## src/rtl/i2s_rx_deserializer.sv

```systemverilog
// Slave-mode Philips I2S receiver: oversamples SCK/WS/SD on clk and emits words on valid/ready.
// Optional macro I2S_RX_FRAME_ERR_EN adds a sticky frame_err flag for short/long words.
module i2s_rx_deserializer #(
    parameter int SYNC_STAGES = 2
) (
    input  logic        clk,
    input  logic        rst,
    input  logic        en,
    input  logic        frame_32,
    input  logic        sck,
    input  logic        ws,
    input  logic        sd,
    output logic [31:0] rx_data,
    output logic        rx_ch,
    output logic        rx_valid,
    input  logic        rx_ready,
    output logic        ovf,
`ifdef I2S_RX_FRAME_ERR_EN
    output logic        frame_err,
`endif
    input  logic        ovf_clr
);

    typedef enum logic {
        ST_SYNC  = 1'b0,
        ST_SHIFT = 1'b1
    } state_t;

    state_t                 state_q;
    logic [SYNC_STAGES-1:0] sck_sync_q;
    logic [SYNC_STAGES-1:0] ws_sync_q;
    logic [SYNC_STAGES-1:0] sd_sync_q;
    logic                   sck_prev_q;
    logic                   ws_q;
    logic [5:0]             cnt_q;
    logic [31:0]            shift_q;
    logic [31:0]            rx_data_q;
    logic                   rx_ch_q;
    logic                   rx_valid_q;
    logic                   ovf_q;
`ifdef I2S_RX_FRAME_ERR_EN
    logic                   frame_err_q;
`endif

    logic        sck_s;
    logic        ws_s;
    logic        sd_s;
    logic        sck_rise;
    logic        ws_edge;
    logic [5:0]  w_bits;
    logic [5:0]  bit_pos;
    logic [5:0]  cnt_d;
    logic [31:0] shift_d;
    logic        word_done;
    logic        accept;

    always_comb begin
        sck_s     = sck_sync_q[SYNC_STAGES-1];
        ws_s      = ws_sync_q[SYNC_STAGES-1];
        sd_s      = sd_sync_q[SYNC_STAGES-1];
        sck_rise  = sck_s & ~sck_prev_q;
        ws_edge   = ws_s ^ ws_q;
        w_bits    = frame_32 ? 6'd32 : 6'd16;
        bit_pos   = w_bits - 6'd1 - cnt_q;
        shift_d   = shift_q;
        if (cnt_q < w_bits) begin
            shift_d[bit_pos[4:0]] = sd_s;
        end
        // Bit count saturates at W+1 so long words remain distinguishable from exact ones
        cnt_d     = (cnt_q > w_bits) ? cnt_q : cnt_q + 6'd1;
        word_done = en && sck_rise && ws_edge && (state_q == ST_SHIFT);
        accept    = ~rx_valid_q | rx_ready;
    end

    always_ff @(posedge clk or posedge rst) begin
        if (rst) begin
            state_q     <= ST_SYNC;
            sck_sync_q  <= '0;
            ws_sync_q   <= '0;
            sd_sync_q   <= '0;
            sck_prev_q  <= 1'b0;
            ws_q        <= 1'b0;
            cnt_q       <= 6'd0;
            shift_q     <= 32'd0;
            rx_data_q   <= 32'd0;
            rx_ch_q     <= 1'b0;
            rx_valid_q  <= 1'b0;
            ovf_q       <= 1'b0;
`ifdef I2S_RX_FRAME_ERR_EN
            frame_err_q <= 1'b0;
`endif
        end else begin
            sck_sync_q <= {sck_sync_q[SYNC_STAGES-2:0], sck};
            ws_sync_q  <= {ws_sync_q[SYNC_STAGES-2:0], ws};
            sd_sync_q  <= {sd_sync_q[SYNC_STAGES-2:0], sd};
            sck_prev_q <= sck_s;
            if (sck_rise) begin
                ws_q <= ws_s;
            end

            if (!en) begin
                state_q <= ST_SYNC;
                cnt_q   <= 6'd0;
                shift_q <= 32'd0;
            end else if (sck_rise) begin
                case (state_q)
                    ST_SYNC: begin
                        if (ws_edge) begin
                            state_q <= ST_SHIFT;
                            cnt_q   <= 6'd0;
                            shift_q <= 32'd0;
                        end
                    end
                    default: begin
                        if (ws_edge) begin
                            cnt_q   <= 6'd0;
                            shift_q <= 32'd0;
                        end else begin
                            cnt_q   <= cnt_d;
                            shift_q <= shift_d;
                        end
                    end
                endcase
            end

            if (word_done && accept) begin
                rx_data_q  <= shift_d;
                rx_ch_q    <= ws_q;
                rx_valid_q <= 1'b1;
            end else if (rx_valid_q && rx_ready) begin
                rx_valid_q <= 1'b0;
            end

            if (word_done && !accept) begin
                ovf_q <= 1'b1;
            end else if (ovf_clr) begin
                ovf_q <= 1'b0;
            end

`ifdef I2S_RX_FRAME_ERR_EN
            if (word_done && (cnt_d != w_bits)) begin
                frame_err_q <= 1'b1;
            end else if (ovf_clr) begin
                frame_err_q <= 1'b0;
            end
`endif
        end
    end

    assign rx_data  = rx_data_q;
    assign rx_ch    = rx_ch_q;
    assign rx_valid = rx_valid_q;
    assign ovf      = ovf_q;
`ifdef I2S_RX_FRAME_ERR_EN
    assign frame_err = frame_err_q;
`endif

endmodule

```

## config.mk

```make
export PLATFORM = sky130hd
export DESIGN_NAME = i2s_rx_deserializer
export DESIGN_NICKNAME = d
export VERILOG_FILES = /design/src/rtl/i2s_rx_deserializer.sv
export SDC_FILE = /design/constraint.sdc
export NUM_CORES = 1
export LEC_CHECK = 0
export BUFFER_PORTS_ARGS = -buffer_cell sky130_fd_sc_hd__buf_2
export CAP_MARGIN = 10
export CORE_UTILIZATION = 59
export CTS_CLUSTER_DIAMETER = 40
export DETAILED_ROUTE_END_ITERATION = 6
export PLACE_DENSITY_LB_ADDON = 0.08
export SYNTH_ARGS = -nofsm -noshare
export SYNTH_HDL_FRONTEND = slang
export SYNTH_SLANG_ARGS = --single-unit
```

## constraint.sdc

```tcl
create_clock -name clk -period 3 [get_ports clk]
set_input_delay 0.3 -clock clk [delete_from_list [all_inputs] [get_ports clk]]
set_output_delay 0.3 -clock clk [all_outputs]
set_load 0.01 [all_outputs]
```

## Yosys cells after proc, flatten, opt, wreduce, memory -nomap -nowiden

Index checks and enable logic that the tools add are counted.

| operators by class | value |
|---|---|
| add/sub/neg operators | 3 |
| multiply operators | 0 |
| div/mod/pow operators | 0 |
| order comparisons | 4 |
| eq/ne operators | 3 |
| shift-type cells | 0 |
| mux-type cells | 24 |
| bitwise logic cells | 5 |
| reduce and logical (&&, ||, !) cells | 12 |

Operator list:

| kind | number |
|---|---|
| $mux W32 | 6 |
| $mux W6 | 7 |
| $bwmux W32 | 1 |
| $mux W1 | 9 |
| $logic_and A1 B1 Y1 | 7 |
| $add A6 B1 Y6 const B | 1 |
| $gt A6 B6 Y1 | 1 |
| $lt A5 B6 Y1 const B | 1 |
| $lt A6 B6 Y1 | 1 |
| $demux W1 S5 | 1 |
| $ge A5 B1 Y1 const B | 1 |
| $sub A5 B1 Y5 const B | 1 |
| $sub A5 B5 Y5 | 1 |
| $reduce_bool A2 Y1 | 2 |
| $ne A3 B1 Y1 const B | 1 |
| $ne A3 B3 Y1 const B | 1 |
| $reduce_and A3 Y1 | 1 |
| $ne A2 B1 Y1 const B | 1 |
| $not A1 Y1 | 2 |
| $reduce_and A2 Y1 | 1 |
| $and A1 B1 Y1 | 1 |
| $logic_not A1 Y1 | 1 |
| $or A1 B1 Y1 | 1 |
| $xor A1 B1 Y1 | 1 |

| storage, ports and cells | value |
|---|---|
| register bits after elaboration | 82 |
| latch bits | 0 |
| bits in writable memories | 0 |
| memory bits (read-only) | 0 |
| logic and storage cells | 63 |
| memories | 0 |

## Logic depth before layout (Yosys ltp)

Gate-level depths: netlist of run 1.

| logic depth | value |
|---|---|
| depth in word-level cells | 13 |
| depth in mapped cells | 8 |
| depth with buffers taken out | 6 |

## Least setup slack after synthesis of run 1

No wires, ideal clock.

| timing | value |
|---|---|
| kind | register to register |
| start point | register cnt_q[4] |
| end point | register rx_data_q[6], in the netlist rx_data[6] |
| arrival | 1759 ps |
| setup slack | 1121 ps |
| stages on the path, launching flop included | 7 |
| path buffers | 0 |
| path through | dfrtp_1 > inv_1 > ha_1 > or3b_4 > nor4b_4 > mux2i_1 > o21ai_2 |

| on the way | value |
|---|---|
| longest elaborated chain between the ends | 7 |
| elaborated cells between the ends (all ways) | 9 |
| those cells by class | add/sub: 1; order compare: 3; mux: 4; reduce/logical: 1 |

RTL lines:

| element | RTL line | RTL |
|---|---|---|
| start: declaration | 35 | `logic [5:0] cnt_q;` |
| start signal: assignment | 119 | `cnt_q <= cnt_d;` |
| $sub A5 B5 Y5 | 64 | `bit_pos = w_bits - 6'd1 - cnt_q;` |
| $lt A5 B6 Y1 (not written as such) / $ge A5 B1 Y1 (equally long branches) | 67 | `shift_d[bit_pos[4:0]] = sd_s;` |
| $logic_and A1 B1 Y1 (not written as such) | 67 |  |
| $mux W1 (not written as such) | 67 |  |
| $demux W1 S5 | 67 |  |
| $bwmux W32 | 67 |  |
| $mux W32 * | 66 | `if (cnt_q < w_bits) begin` |
| end signal: assignment | 127 | `rx_data_q <= shift_d;` |
| end: declaration | 37 | `logic [31:0] rx_data_q;` |

Mark *: on every way between the ends. The rest lies on a longest branch, timed or not.
A chain may end at the register's enable or synchronous reset.

## Final worst setup path of run 1

| timing | value |
|---|---|
| start point | register cnt_q[4] |
| end point | register cnt_q[0] |

| on the way | value |
|---|---|
| longest elaborated chain between the ends | 3 |

RTL lines:

| element | RTL line | RTL |
|---|---|---|
| $gt A6 B6 Y1 | 70 | `cnt_d = (cnt_q > w_bits) ? cnt_q : cnt_q + 6'd1;` |
| $ne A3 B3 Y1 (no source line) | n/a |  |
| $reduce_and A3 Y1 (no source line) | n/a |  |

No other way between the ends.

==> key figures, run 1 <==
Synthesis
  – Synth Flop Type: dfrtp_1
  – Leading area contributor after synthesis: dfrtp_1
  – Dominant combinational cell family by area after synthesis: simple AND/OR/NAND/NOR gates
  – Adder-cell share of the synthesized area: 1.726%
  – Multiplexer share of the synthesized area: around 8.1%
  – Sequential fraction of the synthesis area: 47.18%
  – Synth Area in Simple Gates: 20.45%
  – Xor/xnor cell area share of the yosys netlist: 0.8343%
  – Syn. warnings: 0
  – Share of the synthesized area in the top cell type: 47.18%
  – Synthesized area per cell: approximately 12 sq um
  – Netlist cell types: 39
  – Post-synthesis cell area: 4349 sq um
  – Compound-Gate Fraction of Synth Area: 17.15%
  – EDFF count, synth: 0
  – Synth Register Bits: 82
  – Ranking of synthesized cells by area: dfrtp_1 (47%), a22o_1 (7.5%), mux2i_1 (7.4%), nor4b_4 (6.6%), nor4b_2 (5.5%)
  – Synth Instances: between 300 and 400
  – Async SR Flop Fraction: 100.0%
  – Syn nets: 388

Floorplanning
  – Chip width: 87.86 microns
  – CORE AREA: 6944 sq um
  – Site Rows: 30
  – Die Span Y: 87.86 microns
  – Initial core utilization: 62.63%
  – Die area: 7719 sq um
  – IO Count: 44

Timing
  – Period minus WS final: around 2.2 ns
  – Final-report setup violation count: 0
  – Fmax: around 460 MHz
  – Slew of the pin with the lowest slew margin: around 0.57 ns
  – Setup Skew: 0.005597 ns
  – Final hold violation count: 0
  – Period utilisation layout: 71.87%
  – Slew Limit Headroom: 61.63%
  – Max-slew violation count: 0
  – Setup TNS Final: 0 ns
  – RSZ-0062 raised after global routing: no

Pwr
  – VDD IR max: 0.0002618 V
  – PwrDens: around 440 nW/um^2
  – P_leak: 2.013 nW
  – Comb power frac: 8.6%
  – Internal: 1.584 mW
  – Switching pwr: 528.6 uW
  – Seq pwr share: a little over half
  – Sw Ratio: 25.01%
  – Clk pwr share: 37.7%

Route
  – Routed WL: 8.482 mm
  – Routed len/inst: 16.76 microns
  – Routed vias: 2997
  – # DRC: 0
  – Initial DRC count: between 100 and 150
  – Router iterations before antenna repair: 4
  – Vias/cell: 5.923
  – Post-DRT Antenna Nets: 0

Global route
  – Initial antenna violation count: 0
  – Vias in the first global route: ~2800
  – First-pass GRT wire length: 14.33 mm
  – Largest net degree at the start of global routing: 37
  – Overall global routing resource usage: 24.67%
  – Global route overflow: 0

Hold path
  – Hold Path Cell Cnt: 1
  – Critical hold path startpoint: ws
  – Hold Crit Class: in -> reg
  – Hold endpoint: ws_sync_q[0]

Setup path
  – Worst Path Max Fanout: 8
  – Crit. End Element: flop
  – Reg2reg setup slack: 0.84 ns
  – Reg2Reg Depth: 6
  – CP Class: reg -> reg
  – CP Launch Type: flop
  – RR Endpoint: cnt_q[0]
  – Arrival @ worst endpoint: 2.41 ns
  – FF-to-FF Start: cnt_q[4]
  – WP data required: 3.25 ns

Job
  – Number of max-cap violations: 0

Clock tree
  – Max Root-Sink Buffers: 2
  – Root buf cell: clkbuf_8
  – Clk sinks: 82
  – Clk slew on worst S/H paths: approximately 0.080 ns
  – Skew-Pair Late Insertion Delay: about 0.36 ns
  – CTS tree: built
  – Htree depth: 3
  – Setup bufs post-CTS: 0
  – Total CTS buffers: 9

Layout
  – Share of cells above drive strength 1: 28.29%
  – Diodes inserted: 0
  – Fin nets: 421
  – Area growth, synth to finish: 10.87%
  – Layout Utilization: 69.44%
  – FILL cells: 530

Place
  – Gpl congestion: 0.8931
  – Port bufs: 43
  – Hpwl dp: ~5.7 mm

Outcome
  – Outcome: complete, no violations
[critical path, cell delays in order, from the launching register on]
cell and delay (ns):
dfrtp_1 0.39, inv_1 0.06, ha_1 0.44, nor3b_2 0.35, and3_1 0.33, o21ai_0 0.17
mux2_2 0.30
[cell usage after synthesis (all sizes together) (2+ instances only)]
cell type	n
a22o	37
and4bb	4
buf	18
clkbuf	16
dfrtp	82
ha	6
inv	8
mux2	3
mux2i	32
nand2	34
nand3	7
nand3b	4
nor2	4
nor2b	4
nor4b	28
o211ai	6
o21ai	65
or3b	2
[per-layer routing]
| layer | global-route usage (%) | up-vias | routed length (microns) |
|---|---|---|---|
| li1 | - | 1447 | - |
| met1 | 33.97 | 1474 | 4053 |
| met2 | 38.41 | 61 | 3988 |
| met3 | 3.393 | 15 | 251 |
| met4 | 12.37 | 0 | 189 |
| met5 | 0 | - | 0 |
[power groups by stage]
stage	Combinational [mW]	Sequential, mW	Clock [mW]
4_1_cts	0.185	1.13	0.812
3_3_place_gp	0.179	1.15	0
6_report	0.183	1.13	0.798
5_1_grt	0.205	1.14	0.859
3_5_place_dp	0.183	1.15	0
2_1_floorplan	0.139	1.15	0
[state kept, by name, indices dropped and copies added (netlist names)]
signal / cells
sd_sync_q: 2
shift_q: 32
sck_sync_q: 2
rx_data: 32
ws_sync_q: 2
cnt_q: 6
ws_q: 1
sck_prev_q: 1
state_q: 1
rx_ch: 1
ovf: 1
rx_valid: 1
[through the flow]
step / power, mW / instance area [sq um] / setup WS (ns) / hold WS (ns) / cells
floorplan: 1.292 / 4349 / 0.5916 / 0.3312 / 373
global placement: 1.333 / 4619 / 0.9159 / 0.3332 / 490
detailed placement: 1.337 / 4619 / 0.8494 / 0.3385 / 490
CTS: 2.130 / 4822 / 0.8518 / 0.03010 / 506
global route: 2.200 / 4822 / 0.6643 / 0.03206 / 506
finish: 2.113 / 4822 / 0.8438 / 0.04360 / 506
[final cells by class]
type                    count  area, sq um  area share [%]
inverters                   8        31.28          0.6487
flip-flops and latches     82         2052           42.55
clock inverters             5        55.05           1.142
repair buffers             56        315.3           6.539
well taps                  96        120.1           2.491
multi-input cells         249         2111           43.77
clock buffers              10        137.6           2.854
[kinds of logic after synthesis]
group | after synthesis
simple gates | 94
flops | 82
buf+inv | 42
xor+xnor | 2
fa+ha+maj | 6
compound gates | 112
mux | 35
[what timing repair did]
action                     4_1_cts  5_1_grt
hold endpoints to repair        31        0
setup endpoints to repair        0        0
resized for setup                0        0
hold buffers                     1        0
[placed cells by master, fill, tap and decap left out, types with 2 or more instances in the layout]
cell	Yosys	routed
clkinvlp_4	0	2
buf_2	13	43
mux2i_1	32	32
ha_1	6	5
o21ai_0	28	28
clkbuf_8	0	10
mux2_2	2	2
buf_4	2	12
inv_1	8	7
and4bb_2	4	4
nor4b_4	12	12
or3b_4	2	2
nand3_1	6	6
nor4b_2	16	16
nand2_1	34	34
nand3b_1	4	4
o21ai_1	36	36
dfrtp_1	82	82
clkinv_2	0	3
nor2_1	4	4
nor2b_1	4	3
o211ai_1	6	6
a22o_1	37	37
[worst max path at each step]
stage / cells past startpoint / slack, ns / to / start
detailed placement: 7 / 0.85 / cnt_q[0] / frame_32
finish: 6 / 0.84 / cnt_q[0] / cnt_q[4]
global placement: 8 / 0.92 / cnt_q[0] / frame_32
CTS: 6 / 0.85 / cnt_q[0] / cnt_q[4]
floorplan: 1 / 0.59 / cnt_q[0] / rst
global route: 6 / 0.66 / cnt_q[0] / cnt_q[4]
No activity file was read; power rests on OpenSTA's default activity.
==> run 2: changes to the inputs <==
--- a/config.mk
+++ b/config.mk
@@ -7,7 +7,7 @@
 export LEC_CHECK = 0
 export BUFFER_PORTS_ARGS = -buffer_cell sky130_fd_sc_hd__buf_2
 export CAP_MARGIN = 10
-export CORE_UTILIZATION = 59
+export CORE_UTILIZATION = 53
 export CTS_CLUSTER_DIAMETER = 40
 export DETAILED_ROUTE_END_ITERATION = 6
 export PLACE_DENSITY_LB_ADDON = 0.08
==> constraint.sdc (replaced) <==
create_clock -name clk -period 1.9 [get_ports clk]
set_input_delay 0.19 -clock clk [delete_from_list [all_inputs] [get_ports clk]]
set_output_delay 0.19 -clock clk [all_outputs]
set_load 0.01 [all_outputs]
==> run 2 against run 1 <==
  * Critical path type unchanged
  * Setup slack got worse by 0.83 ns
  * Hold slack got worse by 0.018 ns
  * Largest power group unchanged
  * Total power rose by 52%
  * Non-clock buffer count up 27
==> key figures, run 2 (same netlist as run 1, synthesis figures left out) <==
Pwr
  – P_leak: 2.171 nW (+7.9%)
  – Clk pwr share: 33.6% (-4.1 points)
  – PwrDens: 615.9 nW/um^2 (+41%)
  – VDD IR max: 0.0003535 V (+35%)
  – Sw Ratio: 26.07% (+1.1 points)
  – Comb power frac: 10.9% (+2.3 points)
  – Seq pwr share: 55.6% (+2.0 points)
  – Internal: 2.377 mW (+50%)
  – Switching pwr: 838.2 uW (+59%)

Outcome
  – Outcome: complete, no violations

Setup path
  – Crit. End Element: flop
  – Reg2reg setup slack: 0.01 ns (-0.83 ns)
  – Worst Path Max Fanout: 8 (unchanged)
  – RR Endpoint: rx_data[9]
  – FF-to-FF Start: cnt_q[5]
  – WP data required: 2.15 ns (-1.10 ns)
  – Reg2Reg Depth: 7 (+1)
  – CP Launch Type: flop
  – CP Class: reg -> reg
  – Cells along the critical path: ha_4, nor2b_4, buf_12, buf_12, nor4b_4, mux2i_1, o21ai_1
  – CP max stage delay: 0.42 ns (-0.02 ns)
  – Slowest-stage cell, CP: dfrtp_1
  – Most Frequent Cell on Critical Path: buf_12
  – Arrival @ worst endpoint: 2.14 ns (-0.27 ns)
  – CP top delay family: simple AND/OR/NAND/NOR gates
  – WP buf/inv: 2 (+1)

Global route
  – First-pass GRT wire length: 14.97 mm (+4.4%)
  – Largest net degree at the start of global routing: 83 (+120%)
  – Global route overflow: 0 (unchanged)
  – Initial antenna violation count: 0 (unchanged)
  – Vias in the first global route: 3098 (+9.3%)
  – Overall global routing resource usage: 22.36% (-2.3 points)

Timing
  – Setup TNS Final: 0 ns (unchanged)
  – Final hold violation count: 0 (unchanged)
  – Period minus WS final: 1.890 ns (-0.2660 ns)
  – Slew Limit Headroom: 66.78% (+5.1 points)
  – Max-slew violation count: 0 (unchanged)
  – Fmax: 529.0 MHz (+14%)
  – RSZ-0062 raised after global routing: yes
  – Period utilisation layout: 99.49% (+28 points)
  – Setup Skew: 0.006422 ns (+0.0008246 ns)
  – Slew of the pin with the lowest slew margin: 0.4984 ns (-0.07600 ns)
  – Final-report setup violation count: 0 (unchanged)

Route
  – Routed WL: 8.888 mm (+4.8%)
  – Router iterations before antenna repair: 4 (unchanged)
  – DR top layer: met4
  – Routed length on met1: 4.192 mm (+3.4%)
  – Routed len/inst: 16.49 microns (-1.6%)
  – Post-DRT Antenna Nets: 0 (unchanged)
  – Met2 wire len: 4.307 mm (+8.0%)
  – Vias/cell: 5.703 (-3.7%)
  – Routed vias: 3074 (+2.6%)
  – Initial DRC count: 195 (+50%)
  – Met3 wire length: 260 microns (+3.6%)
  – # DRC: 0 (unchanged)

Floorplanning
  – IO Count: 44 (unchanged)
  – Die area: 8572 sq um (+11%)
  – Die Span Y: 92.59 microns (+5.4%)
  – Initial core utilization: 55.42% (-7.2 points)
  – Chip width: 92.59 microns (+5.4%)
  – Site Rows: 32 (+6.7%)
  – CORE AREA: 7848 sq um (+13%)

Layout
  – Final Cell Area: 5220 sq um (+8.3%)
  – Share of cells above drive strength 1: 33.18% (+4.9 points)
  – Commonest non-fill, non-tap cell in the layout: dfrtp_1
  – Area of the multi-input gates: 2226 sq um (+5.5%)
  – Diodes inserted: 0 (unchanged)
  – FILL cells: 646 (+22%)
  – Area growth, synth to finish: 20.02%
  – Most frequent cells in the layout: dfrtp_1 (80), o21ai_1 (44), buf_2 (43), a22o_1 (37), nand2_1 (34)
  – Total area of sequential cells: 2054 sq um (+0.12%)
  – Fin nets: 448 (+6.4%)

Hold path
  – Hold endpoint: ovf
  – Critical hold path startpoint: ovf_clr
  – Hold Crit Class: in -> reg
  – Hold Path Cell Cnt: 2 (+1)

Clock tree
  – Clk sinks: 82 (unchanged)
  – Skew-Pair Late Insertion Delay: 0.35 ns (about the same)
  – Htree depth: 3 (unchanged)
  – Clk slew on worst S/H paths: 0.08 ns (about the same)
  – Total CTS buffers: 9 (unchanged)
  – Max Root-Sink Buffers: 2 (unchanged)
  – CTS tree: built
  – Root buf cell: clkbuf_8

Place
  – Placed Area: 4820 sq um (+4.3%)
  – Gpl congestion: 0.8200 (-8.2%)
  – Port bufs: 43 (unchanged)
  – Hpwl dp: 5.711 mm (+0.86%)

Job
  – Number of max-cap violations: 0 (unchanged)
## run 2: cell count changes in the layout (fill, tap and decap cells not counted), moves of 2 or more
cell           previous run  this run
buf_12                    0         6
dfrtp_2                   0         2
o21ai_1                  36        44
ha_4                      0         2
buf_4                    12        29
dlygate4sd3_1             1         4
dfrtp_1                  82        80
clkinvlp_4                2         4
nor4b_2                  16         8
o21ai_0                  28        20
nor4b_4                  12        20
## run 2: worst max-delay path by stage
stage	from	to	cells past startpoint
2_1_floorplan	cnt_q[4]	rx_data[6]	6
3_3_place_gp	cnt_q[4]	rx_data[23]	6
3_5_place_dp	cnt_q[4]	rx_data[6]	6
4_1_cts	cnt_q[4]	rx_data[6]	6
5_1_grt	cnt_q[5]	cnt_q[0]	5
6_report	cnt_q[5]	rx_data[9]	7
## run 2: per-stage QoR
stage / util (%) / total power [mW] / instances / setup slack (ns) / hold slack (ns)
floorplan: - / 2.041 / 373 / 0.02094 / 0.2214
global placement: 61.42 / 2.133 / 513 / -0.02986 / 0.2987
detailed placement: 61.42 / 2.139 / 513 / -0.08419 / 0.3001
CTS: 64.32 / 3.236 / 534 / -0.02661 / 0.01024
global route: 66.52 / 3.355 / 539 / -0.04870 / 0.01751
finish: 66.52 / 3.215 / 539 / 0.009768 / 0.02537
## run 2: cell type report
| class | instances | share of cell area [%] |
|---|---|---|
| multi-input cells | 249 | 42.64 |
| flip-flops and latches | 82 | 39.36 |
| inverters | 8 | 0.6472 |
| clock inverters | 5 | 0.6232 |
| repair buffers | 83 | 11.84 |
| clock buffers | 10 | 2.445 |
| well taps | 102 | 2.445 |
## run 2: per-layer routing
| layer | vias to the layer above | GRT usage (%) |
|---|---|---|
| li1 | 1494 | - |
| met1 | 1519 | 29.87 |
| met2 | 51 | 36.05 |
| met3 | 10 | 3.859 |
| met4 | 0 | 9.245 |
| met5 | - | 0 |
## run 2: what timing repair did
action / CTS / global route
endpoints found under the hold margin: 85 / 0
buffers inserted: 2 / 4
pin swaps: 3 / 7
hold buffers: 4 / 0
cloned: 0 / 1
setup endpoints to repair: 57 / 45
resized for setup: 3 / 24
## run 2: power by group through the flow
| stage | Sequential (mW) | Clock, mW | Combinational, mW |
|---|---|---|---|
| after floorplan | 1.82 | 0 | 0.220 |
| after global placement | 1.82 | 0 | 0.313 |
| after detailed placement | 1.82 | 0 | 0.318 |
| after CTS | 1.79 | 1.12 | 0.330 |
| after global routing | 1.79 | 1.18 | 0.384 |
| final | 1.79 | 1.08 | 0.350 |
